==> config.mk <==
export PLATFORM = sky130hd
export DESIGN_NAME = mem_stage_lsu
export DESIGN_NICKNAME = d
export VERILOG_FILES = /design/src/rtl/lsu_pkg.sv /design/src/rtl/lsu_align.sv /design/src/rtl/mem_stage_lsu.sv
export SDC_FILE = /design/constraint.sdc
export NUM_CORES = 1
export LEC_CHECK = 0
export CAP_MARGIN = 20
export CELL_PAD_IN_SITES_DETAIL_PLACEMENT = 0
export CELL_PAD_IN_SITES_GLOBAL_PLACEMENT = 2
export CORE_MARGIN = 5
export CORE_UTILIZATION = 21
export CTS_CLUSTER_SIZE = 12
export DETAILED_ROUTE_END_ITERATION = 8
export PLACE_DENSITY = 0.82
export SLEW_MARGIN = 20
export SYNTH_ARGS = -nofsm -noshare
export SYNTH_HDL_FRONTEND = slang
export SYNTH_SLANG_ARGS = --single-unit
==> constraint.sdc <==
create_clock -name clk -period 8.42 [get_ports clk]
set_clock_uncertainty 0.2 [all_clocks]
set_input_delay 2.105 -clock clk [delete_from_list [all_inputs] [get_ports clk]]
set_output_delay 2.105 -clock clk [all_outputs]
set_load 0.005 [all_outputs]
==> src/rtl/lsu_pkg.sv <==
// Shared encodings for the memory-stage load/store unit: access sizes,
// handshake FSM states and the byte-enable width helper.
package lsu_pkg;

  localparam logic [1:0] SZ_BYTE = 2'b00;
  localparam logic [1:0] SZ_HALF = 2'b01;
  localparam logic [1:0] SZ_WORD = 2'b10;  // 32-bit access
  localparam logic [1:0] SZ_FULL = 2'b11;  // full datapath width

  typedef enum logic [1:0] {
    IDLE,
    REQ,
    WAIT
  } lsu_state_e;

  function automatic int be_width(input int word);
    return word / 8;
  endfunction

endpackage

==> src/rtl/lsu_align.sv <==
// Byte-lane steering for stores, shift/extend for loads and the alignment
// check for the current access size. Purely combinational.
module lsu_align
  import lsu_pkg::*;
#(
  parameter  int WORD  = 32,
  localparam int BE_W  = WORD / 8,
  localparam int OFF_W = $clog2(BE_W)
) (
  input  logic [OFF_W-1:0] off,
  input  logic [1:0]       size,
  input  logic             unsigned_ld,
  input  logic [WORD-1:0]  st_data,
  input  logic [WORD-1:0]  ld_data,
  output logic [BE_W-1:0]  be,
  output logic [WORD-1:0]  st_lanes,
  output logic [WORD-1:0]  ld_ext,
  output logic             misalign
);

  logic [WORD-1:0] shifted;
  logic [WORD-1:0] mask;
  logic            sign;

  always_comb begin
    be       = '0;
    st_lanes = '0;
    mask     = '0;
    sign     = 1'b0;
    misalign = 1'b0;
    shifted  = ld_data >> {off, 3'b000};
    case (size)
      SZ_BYTE: begin
        be       = BE_W'(1) << off;
        st_lanes = {BE_W{st_data[7:0]}};
        mask     = WORD'(8'hFF);
        sign     = shifted[7];
      end
      SZ_HALF: begin
        be       = BE_W'(2'b11) << off;
        st_lanes = {(BE_W/2){st_data[15:0]}};
        mask     = WORD'(16'hFFFF);
        sign     = shifted[15];
        misalign = off[0];
      end
      SZ_WORD: begin
        // On a 32-bit datapath this collapses to the full-width case.
        be       = BE_W'(4'hF) << off;
        st_lanes = {(BE_W/4){st_data[31:0]}};
        mask     = WORD'(32'hFFFF_FFFF);
        sign     = shifted[31];
        misalign = |off[1:0];
      end
      default: begin
        be       = '1;
        st_lanes = st_data;
        mask     = '1;
        sign     = shifted[WORD-1];
        misalign = |off;
      end
    endcase
    ld_ext = (shifted & mask) | ({WORD{sign & ~unsigned_ld}} & ~mask);
  end

endmodule

==> src/rtl/mem_stage_lsu.sv <==
// Memory stage: drives the external data-memory request/grant/response port,
// stalls upstream until the access completes and registers results into M/W.
module mem_stage_lsu
  import lsu_pkg::*;
#(
  parameter int WORD     = 32,
  parameter int REG_SIZE = 5,
  parameter int ADDR_W   = 32,
  parameter int BE_W     = be_width(WORD)
) (
  input  logic                clk,
  input  logic                reset,
  input  logic                validM,
  input  logic [WORD-1:0]     ALUResultM,
  input  logic [WORD-1:0]     writeDataM,
  input  logic [REG_SIZE-1:0] writeRegM,
  input  logic                regWriteM,
  input  logic                memWriteM,
  input  logic                mem2regM,
  input  logic                finishM,
  input  logic                zeroM,
  input  logic                branchM,
  input  logic [1:0]          sizeM,
  input  logic                unsignedM,
  output logic                dmem_req,
  output logic                dmem_we,
  output logic [ADDR_W-1:0]   dmem_addr,
  output logic [BE_W-1:0]     dmem_be,
  output logic [WORD-1:0]     dmem_wdata,
  input  logic                dmem_gnt,
  input  logic                dmem_rvalid,
  input  logic [WORD-1:0]     dmem_rdata,
  output logic                stallM,
  output logic                PCSrcM,
  output logic                misalignM,
  output logic                validW,
  output logic                misalignW,
  output logic                regWriteW,
  output logic                mem2regW,
  output logic                memWriteW,
  output logic                finishW,
  output logic [WORD-1:0]     readDataW,
  output logic [WORD-1:0]     ALUResultW,
  output logic [REG_SIZE-1:0] writeRegW
);

  localparam int OFF_W = $clog2(BE_W);

  lsu_state_e          state_q, state_d;
  logic                memop, complete, misal_raw;
  logic [WORD-1:0]     ld_ext;

  logic                validw_q, validw_d, misalignw_q, misalignw_d;
  logic                regwritew_q, regwritew_d, mem2regw_q, mem2regw_d;
  logic                memwritew_q, memwritew_d, finishw_q, finishw_d;
  logic [WORD-1:0]     readdataw_q, readdataw_d, aluresultw_q, aluresultw_d;
  logic [REG_SIZE-1:0] writeregw_q, writeregw_d;

  lsu_align #(.WORD(WORD)) u_align (
    .off         (ALUResultM[OFF_W-1:0]),
    .size        (sizeM),
    .unsigned_ld (unsignedM),
    .st_data     (writeDataM),
    .ld_data     (dmem_rdata),
    .be          (dmem_be),
    .st_lanes    (dmem_wdata),
    .ld_ext      (ld_ext),
    .misalign    (misal_raw)
  );

  // Alignment only matters for memory ops; FSM state plays no part.
  assign misalignM = validM & (mem2regM | memWriteM) & misal_raw;
  assign memop     = validM & (mem2regM | memWriteM) & ~misalignM;
  assign PCSrcM    = validM & zeroM & branchM;
  assign dmem_we   = memWriteM;
  assign dmem_addr = ADDR_W'(ALUResultM) & ~ADDR_W'(BE_W - 1);
  assign stallM    = memop & ~complete;

  always_comb begin
    state_d  = state_q;
    complete = 1'b0;
    dmem_req = 1'b0;
    case (state_q)
      IDLE: if (memop) begin
        dmem_req = 1'b1;
        if (!dmem_gnt)      state_d  = REQ;
        else if (memWriteM) complete = 1'b1;
        else                state_d  = WAIT;
      end
      REQ: begin
        dmem_req = memop;
        if (memop && dmem_gnt) begin
          if (memWriteM) begin
            complete = 1'b1;
            state_d  = IDLE;
          end else begin
            state_d  = WAIT;
          end
        end
      end
      WAIT: if (dmem_rvalid) begin
        complete = 1'b1;
        state_d  = IDLE;
      end
      default: state_d = IDLE;
    endcase
    dmem_req = dmem_req & ~reset;
  end

  // Stalled cycles push a bubble into W; misaligned ops retire with no side effects.
  always_comb begin
    validw_d     = 1'b0;
    misalignw_d  = 1'b0;
    regwritew_d  = 1'b0;
    mem2regw_d   = 1'b0;
    memwritew_d  = 1'b0;
    finishw_d    = 1'b0;
    readdataw_d  = '0;
    aluresultw_d = '0;
    writeregw_d  = '0;
    if (!stallM) begin
      validw_d     = validM;
      misalignw_d  = misalignM;
      regwritew_d  = regWriteM & ~misalignM;
      mem2regw_d   = mem2regM;
      memwritew_d  = memWriteM & ~misalignM;
      finishw_d    = finishM;
      readdataw_d  = (memop && !memWriteM) ? ld_ext : '0;
      aluresultw_d = ALUResultM;
      writeregw_d  = writeRegM;
    end
  end

  always_ff @(posedge clk or posedge reset) begin
    if (reset) begin
      state_q      <= IDLE;
      validw_q     <= 1'b0;
      misalignw_q  <= 1'b0;
      regwritew_q  <= 1'b0;
      mem2regw_q   <= 1'b0;
      memwritew_q  <= 1'b0;
      finishw_q    <= 1'b0;
      readdataw_q  <= '0;
      aluresultw_q <= '0;
      writeregw_q  <= '0;
    end else begin
      state_q      <= state_d;
      validw_q     <= validw_d;
      misalignw_q  <= misalignw_d;
      regwritew_q  <= regwritew_d;
      mem2regw_q   <= mem2regw_d;
      memwritew_q  <= memwritew_d;
      finishw_q    <= finishw_d;
      readdataw_q  <= readdataw_d;
      aluresultw_q <= aluresultw_d;
      writeregw_q  <= writeregw_d;
    end
  end

  assign validW     = validw_q;
  assign misalignW  = misalignw_q;
  assign regWriteW  = regwritew_q;
  assign mem2regW   = mem2regw_q;
  assign memWriteW  = memwritew_q;
  assign finishW    = finishw_q;
  assign readDataW  = readdataw_q;
  assign ALUResultW = aluresultw_q;
  assign writeRegW  = writeregw_q;

endmodule

==> summary.md, run 1 <==
| Metric | Value |
|---|---|
| Internal portion of total power | around 0.00074 W |
| Share of layout cells above drive strength 1 | 0.0535 |
| Share of synthesized cell area in full adder, half adder and majority cells | 0.0188 |
| Switching share of total power | 0.268 |
| Worst Tran Pin Value | ~0.77 ns |
| Dpl cells | roughly 840 |
| Total leakage power | between 2 and 3 nW |
| Critical setup path kind | input pin to output port |
| Die extent in y | 148 um |
| Count of flip-flops with a built-in enable after synthesis | 0 |
| Sort of element at the end of the critical path | output port |
| Die outline area | 21,800 um2 |
| Total number of vias | 3,662 |
| Number of antenna violations at the first check in global routing | 0 |
| Most frequently used flop master after synthesis | dfrtp_1 |
| Post-cts gate resize count | 0 |
| Highest metal layer with signal wires | met4 |
| HPWL after DPL | ~12 mm |
| Post-DR wirelength/cell | 17.1 um |
| Run status | complete, no violations |
| Count of pins on the block boundary | between 200 and 300 |
| Post-synthesis sequential element count | 77 |
| Core outline area | ~19,000 um2 |
| First drt pass iteration count | 4 |
| Xor/xnor share of the synthesized area | 0 |
| Ant. Diodes | 0 |
| Final Routed Wirelength | about 15 mm |
| Count of max-cap constraint violations | 0 |
| Shortest clock period the worst path allows after layout | 7.08 ns |
| Pwr dens | roughly 150 nW/um2 |
| Share of power burned in combinational logic | 0.240 |
| Max Transition Viols Final | 0 |
| Maximum net fanout on the critical path | 23 |
| Total global routing track utilization | 0.127 |
| Unrepaired setup endpoints after global routing | false |
| Latest clock arrival within the worst-skew pair | about 0.33 ns |
| Maximum number of pins on one net before global-route repair | 47 |
| Post-route insts no fill | 851 |
| Count of yosys warnings during synthesis | 0 |
| Type of origin of the critical path | input pin |
| Utilization after layout | 0.362 |
| Hold violation count in the final report | 0 |
| Total length of routed met3 wires | approximately 1.6 mm |
| # H-tree levels | 3 |
| Main combinational cell family by area after synthesis | simple AND/OR/NAND/NOR gates |
| Total standard cell area after synthesis | ~4000 um2 |
| Met1 routed wirelength after detailed routing | between 5 and 6 mm |
| Total number of placement rows | 50 |
| Deepest clock path buffer count | 2 |
| Root cell of the clock tree | clkbuf_16 |
| Post-CTS Hold Buffers | 0 |
| Share of power burned in the clock network | 0.371 |
| Count of distinct cell types in the synthesized netlist | between 40 and 50 |
| Final setup violation count | 0 |
| Total of buffers placed on input and output ports | between 200 and 300 |
| Clock sinks | between 70 and 80 |
| Headroom to the max-slew limit | 0.486 |
| Violation count after the first detailed-routing iteration | 163 |
| Met2 wire len | approximately 7.1 mm |
| Gate count of the mapped netlist | approximately 400 |
| Period utilisation layout | 0.841 |
| Vias in the first global route | a little under 4,000 |
| Detailed-route DRC error count | 0 |
| Area overhead of the layout relative to synthesis | 70.1% |
| Total overflow reported by the global router | 0 |
| Remaining number of nets flagged by the antenna check after routing | 0 |
| Starting Density | 0.213 |
| Routability cong. | 0.856 |
| Switching Power | ~0.00027 W |
| Clock tree from TritonCTS | yes |
| Setup TNS after final layout | 0 ns |
| Total power | about 0.0010 W |
| Number of filler instances in the final layout | 1,869 |
| Per-cell via count in the routed design | roughly 4.3 |
| Worst EP arrival | between 4 and 5 ns |
| Required @ worst endpoint | 6.12 ns |
| Hold Crit Class | flip-flop to flip-flop |
| Worst VDD drop | 72.5 uV |
| Basic-gate share of the synthesized area counting and, or, nand and nor cells | 0.171 |
| Proportion of synthesized chip area in sequential cells | 0.484 |
| Buffers inserted during post-CTS setup optimization | 0 |
| Number of clock buffers inserted by TritonCTS | 9 |
| Post-synth ARST share | 1.00 |
| Synth Area per Inst | around 9.9 um2 |
| Highest clock rate | roughly 0.14 GHz |
| Complex-gate fraction of the synthesized area | 0.153 |
| Clk pin slew, worst setup/hold paths | around 0.070 ns |
| Global-route wire length before repair | ~22 mm |
| Horizontal extent of the die | approximately 150 um |
| Sequential power share | 0.389 |
| Final #Nets | ~730 |
| Multiplexer fraction of the synthesized cell area | 0.0509 |
==> area by class of cell <==
type                            instances  area (um2)  area share
Tap cell                              234         293      0.0432
Clock inverter                          7        63.8     0.00941
Inverter                               15        57.6     0.00849
Sequential cell                        77        1930       0.284
Clock buffer                            9         225      0.0332
Timing Repair Buffer                  265        2630       0.388
Multi-Input combinational cell        244        1580       0.233
==> layout by cell type, fill, tap and decap left out, types with 3 or more instances in the layout <==
master	instances
nor2_1	56
mux2i_1	18
a2bb2oi_1	7
clkbuf_16	9
a22o_1	16
a211oi_1	15
nor2b_1	50
dfrtp_1	77
a21oi_1	24
and2_1	8
nand2_1	4
o21ai_0	11
clkdlybuf4s50_1	258
buf_4	5
inv_1	14
nor3b_1	3
ha_1	6
==> Yosys cell counts (3+ instances only) <==
cell,count,area (um2)
mux2i_1,18,180
buf_2,11,55.1
nor2_1,56,210
a21oi_1,24,120
and2_1,8,50.1
inv_1,15,56.3
o21ai_0,11,55.1
buf_1,4,15.0
buf_4,43,323
ha_1,6,75.1
nand2_1,4,15.0
nor3b_1,3,22.5
a2bb2oi_1,7,61.3
dfrtp_1,77,1930
nor2b_1,50,313
a22o_1,16,140
a211oi_1,15,113
clkbuf_1,7,26.3
==> worst max-delay path, cell delays in order <==
cell and delay [ns]:
clkdlybuf4s50_1 0.48, inv_1 0.14, ha_1 0.67, a2bb2oi_2 0.34, o21bai_1 0.22, nor3_1 0.22, clkdlybuf4s50_1 0.59
==> power by group through the flow <==
stage / logic [W] / clock network (W) / registers, W
final: 0.000243 / 0.000375 / 0.000393
after global routing: 0.000264 / 0.000409 / 0.000394
after CTS: 0.000247 / 0.000391 / 0.000393
after detailed placement: 0.000245 / 0 / 0.000400
after global placement: 0.000244 / 0 / 0.000400
after floorplan: 0.0000953 / 0 / 0.000402
==> worst paths after layout <==
| kind | depth (start not counted) | start | end | slack (ns) |
|---|---|---|---|---|
| min in group asynchronous | 2 | reset | state_q[0] | 1.98 |
| hold / removal | 2 | state_q[0] | state_q[0] | 0.40 |
| hold reg to reg | 2 | state_q[0] | state_q[0] | 0.40 |
| max in group asynchronous | 3 | reset | readDataW[4] | 5.08 |
| setup / recovery | 7 | sizeM[0] | dmem_req | 1.34 |
| setup reg to reg | 4 | state_q[0] | readDataW[28] | 6.43 |
==> state kept, by name (all words and copies together) (netlist names) <==
name and flops:
writeRegW 5, regWriteW 1, memWriteW 1, finishW 1, misalignW 1, ALUResultW 32
state_q 2, validW 1, readDataW 32, mem2regW 1
==> through the flow <==
step	setup slack (ns)	hold WS [ns]	instance area (um2)
floorplan	2.76	0.313	3990
global placement	1.39	0.339	6490
detailed placement	1.34	0.377	6490
CTS	1.33	0.397	6780
global route	1.17	0.436	6780
finish	1.34	0.399	6780
==> per-layer routing <==
| metal | vias up | track usage |
|---|---|---|
| met5 | - | 0 |
| li1 | 1729 | - |
| met2 | 212 | 0.226 |
| met4 | 0 | 0.0340 |
| met1 | 1707 | 0.142 |
| met3 | 14 | 0.0478 |
==> cell families (layout without fill, tap and decap cells) <==
kind of cell	after synthesis	after routing
other cells	1	2
compound gates	85	85
fa+ha+maj	6	6
mux	20	20
flops	77	77
buf+inv	81	296
simple gates	131	131
Note: power is estimated with default switching activity, not from simulation.
==> inputs of run 2 (changes only) <==
Settings changed: CORE_UTILIZATION 21 to 20, PLACE_DENSITY 0.82 to 0.79.
Clock period 8.42 ns to 7 ns, I/O delays scaled along.
==> run 2 against run 1 <==
Effect of this change:
- register-to-register slack lost 1.4 ns
- hold slack lost 0.013 ns
- power rose by 20%
- largest cell class unchanged
- utilization down 1.4 points
- clock-buffer cell count unchanged
- first-iteration DRC count shrank 46%
- critical endpoint is now dmem_wdata[28]
- via count down 0.19%
- non-clock buffer count unchanged
==> summary.md, run 2 (same netlist as run 1, synthesis figures left out) <==
| Metric | Value |
|---|---|
| Vias in the first global route | 4,043 (+4.6%) |
| Root cell of the clock tree | clkbuf_16 |
| Required @ worst endpoint | 5.05 ns (-1.07 ns) |
| Post-DR wirelength/cell | 17.1 um (about the same) |
| Area overhead of the layout relative to synthesis | 70.9% |
| Hold violation count in the final report | 0 (unchanged) |
| Setup TNS after final layout | 0 ns (unchanged) |
| Starting Density | 0.204 (-0.00895) |
| Die outline area | 22,800 um2 (+4.7%) |
| Core outline area | 19,500 um2 (+4.4%) |
| Sort of element at the end of the critical path | output port |
| Total number of vias | 3,655 (-0.19%) |
| Clock sinks | 77 (unchanged) |
| Total global routing track utilization | 0.127 (+0.000206) |
| Cell with the biggest individual delay on the critical path | clkdlybuf4s50_1 |
| Post-route insts no fill | 882 (+3.6%) |
| Count of pins on the block boundary | 263 (unchanged) |
| Total power | 0.00122 W (+20%) |
| Remaining number of nets flagged by the antenna check after routing | 0 (unchanged) |
| Dpl cells | 866 (+3.7%) |
| Type of origin of the critical path | input pin |
| Run status | complete, no violations |
| Total leakage power | 2.88 nW (about the same) |
| Internal portion of total power | 0.000886 W (+20%) |
| Latest clock arrival within the worst-skew pair | 0.33 ns (about the same) |
| Unrepaired setup endpoints after global routing | false |
| # H-tree levels | 3 (unchanged) |
| Utilization after layout | 0.349 (-0.0136) |
| Hold Crit Class | flip-flop to flip-flop |
| Final Routed Wirelength | 15.1 mm (+3.6%) |
| Post-cts gate resize count | 0 (unchanged) |
| First drt pass iteration count | 4 (unchanged) |
| Deepest clock path buffer count | 2 (unchanged) |
| Period utilisation layout | 0.874 |
| Violation count after the first detailed-routing iteration | 88 (-46%) |
| Routability cong. | 0.851 (-0.56%) |
| HPWL after DPL | 11.8 mm (+2.4%) |
| Worst EP arrival | 4.17 ns (-0.61 ns) |
| Total of buffers placed on input and output ports | 260 (unchanged) |
| Pwr dens | 178 nW/um2 (+20%) |
| Highest-count cells in the layout ignoring fill and taps | clkdlybuf4s50_1, dfrtp_1, nor2_1, nor2b_1, a21oi_1 |
| Clock tree from TritonCTS | yes |
| Worst Tran Pin Value | 0.867 ns (+0.0955 ns) |
| Post-CTS Hold Buffers | 0 (unchanged) |
| Headroom to the max-slew limit | 0.422 (-0.0637) |
| Clk pin slew, worst setup/hold paths | 0.07 ns (about the same) |
| Most common cell after layout, fill and taps aside | clkdlybuf4s50_1 |
| Count of max-cap constraint violations | 0 (unchanged) |
| Global-route wire length before repair | 22.3 mm (+2.9%) |
| Worst VDD drop | 121 uV (+67%) |
| Total number of placement rows | 51 (+2.0%) |
| Final #Nets | 733 (unchanged) |
| Switching share of total power | 0.271 (+0.00229) |
| Number of antenna violations at the first check in global routing | 0 (unchanged) |
| Per-cell via count in the routed design | 4.14 (-3.7%) |
| Switching Power | 0.000329 W (+21%) |
| Maximum net fanout on the critical path | 23 (unchanged) |
| Highest clock rate | 0.163 GHz |
| Shortest clock period the worst path allows after layout | between 6 and 7 ns |
| Share of power burned in combinational logic | 0.242 (+0.002) |
| Sequential power share | 0.389 (about the same) |
| Final setup violation count | 0 (unchanged) |
| Share of power burned in the clock network | 0.369 (-0.002) |
| Maximum number of pins on one net before global-route repair | 61 (+30%) |
| Critical-path cell list | clkdlybuf4s50_1, inv_1, ha_1, buf_4, nor2b_1, a21oi_1, a21oi_1, nor2_1, clkdlybuf4s50_1 |
| Ant. Diodes | 0 (unchanged) |
| Detailed-route DRC error count | 0 (unchanged) |
| Critical setup path kind | input pin to output port |
| Post-route worst setup slack | 0.879 ns (-0.460 ns) |
| Horizontal extent of the die | 151 um (+2.3%) |
| Die extent in y | 151 um (+2.3%) |
| Total overflow reported by the global router | 0 (unchanged) |
| Share of layout cells above drive strength 1 | 0.0535 (unchanged) |
| Delay contributed by the slowest stage of the critical path | 0.53 ns (-0.14 ns) |
| Number of clock buffers inserted by TritonCTS | 9 (unchanged) |
| Worst setup timing slack at the placement stage | 0.890 ns (-0.445 ns) |
| Buffers inserted during post-CTS setup optimization | 0 (unchanged) |
| Number of filler instances in the final layout | 2,011 (+7.6%) |
| Max Transition Viols Final | 0 (unchanged) |
## run 2: changes by cell type in the layout (fill, tap and decap cells not counted), sizes merged
cell    change
inv         -1
clkinv      +1
## run 2: worst paths after layout
| kind | slack (ns) | to | cells past startpoint | start |
|---|---|---|---|---|
| min in group asynchronous | 1.55 | ALUResultW[30] | 2 | reset |
| setup / recovery | 0.88 | dmem_wdata[28] | 9 | sizeM[0] |
| hold / removal | 0.39 | state_q[0] | 2 | state_q[0] |
| max in group asynchronous | 3.95 | ALUResultW[6] | 3 | reset |
| setup reg to reg | 5.02 | readDataW[29] | 4 | state_q[0] |
| hold reg to reg | 0.39 | state_q[0] | 2 | state_q[0] |
## run 2: critical path, delay by kind of cell
kind | cells | cell delay, ns
AOI/OAI and AO/OA | 2 | 0.36
adders and majority gates | 1 | 0.20
buffers and inverters | 4 | 1.30
and+or+nand+nor | 2 | 0.55
## run 2: layout make-up
type / instances / area [um2] / share of cell area
tap: 265 / 332 / 0.0487
inverter: 15 / 57.6 / 0.00845
multi-input combinational: 244 / 1580 / 0.232
timing repair buffer: 265 / 2630 / 0.386
sequential: 77 / 1930 / 0.283
clock inverter: 7 / 57.6 / 0.00845
clock buffer: 9 / 225 / 0.0331
## run 2: routing by layer
| layer | track usage | routed length (um) | vias to the layer above |
|---|---|---|---|
| li1 | - | - | 1722 |
| met1 | 0.143 | 5900 | 1725 |
| met4 | 0.0431 | 276 | 0 |
| met2 | 0.221 | 7370 | 193 |
| met5 | 0 | 0 | - |
| met3 | 0.0473 | 1530 | 15 |
## run 2: power groups by stage
stage	combinational (W)	clock (W)	sequential, W
after floorplan	0.000115	0	0.000483
after CTS	0.000301	0.000467	0.000473
after global placement	0.000298	0	0.000480
after detailed placement	0.000298	0	0.000481
final	0.000294	0.000449	0.000472
after global routing	0.000321	0.000483	0.000475
## run 2: stage by stage
| stage | hold slack [ns] | cell area (um2) |
|---|---|---|
| floorplan | 0.313 | 3990 |
| global placement | 0.335 | 6530 |
| detailed placement | 0.378 | 6530 |
| CTS | 0.395 | 6810 |
| global route | 0.445 | 6810 |
| finish | 0.386 | 6810 |
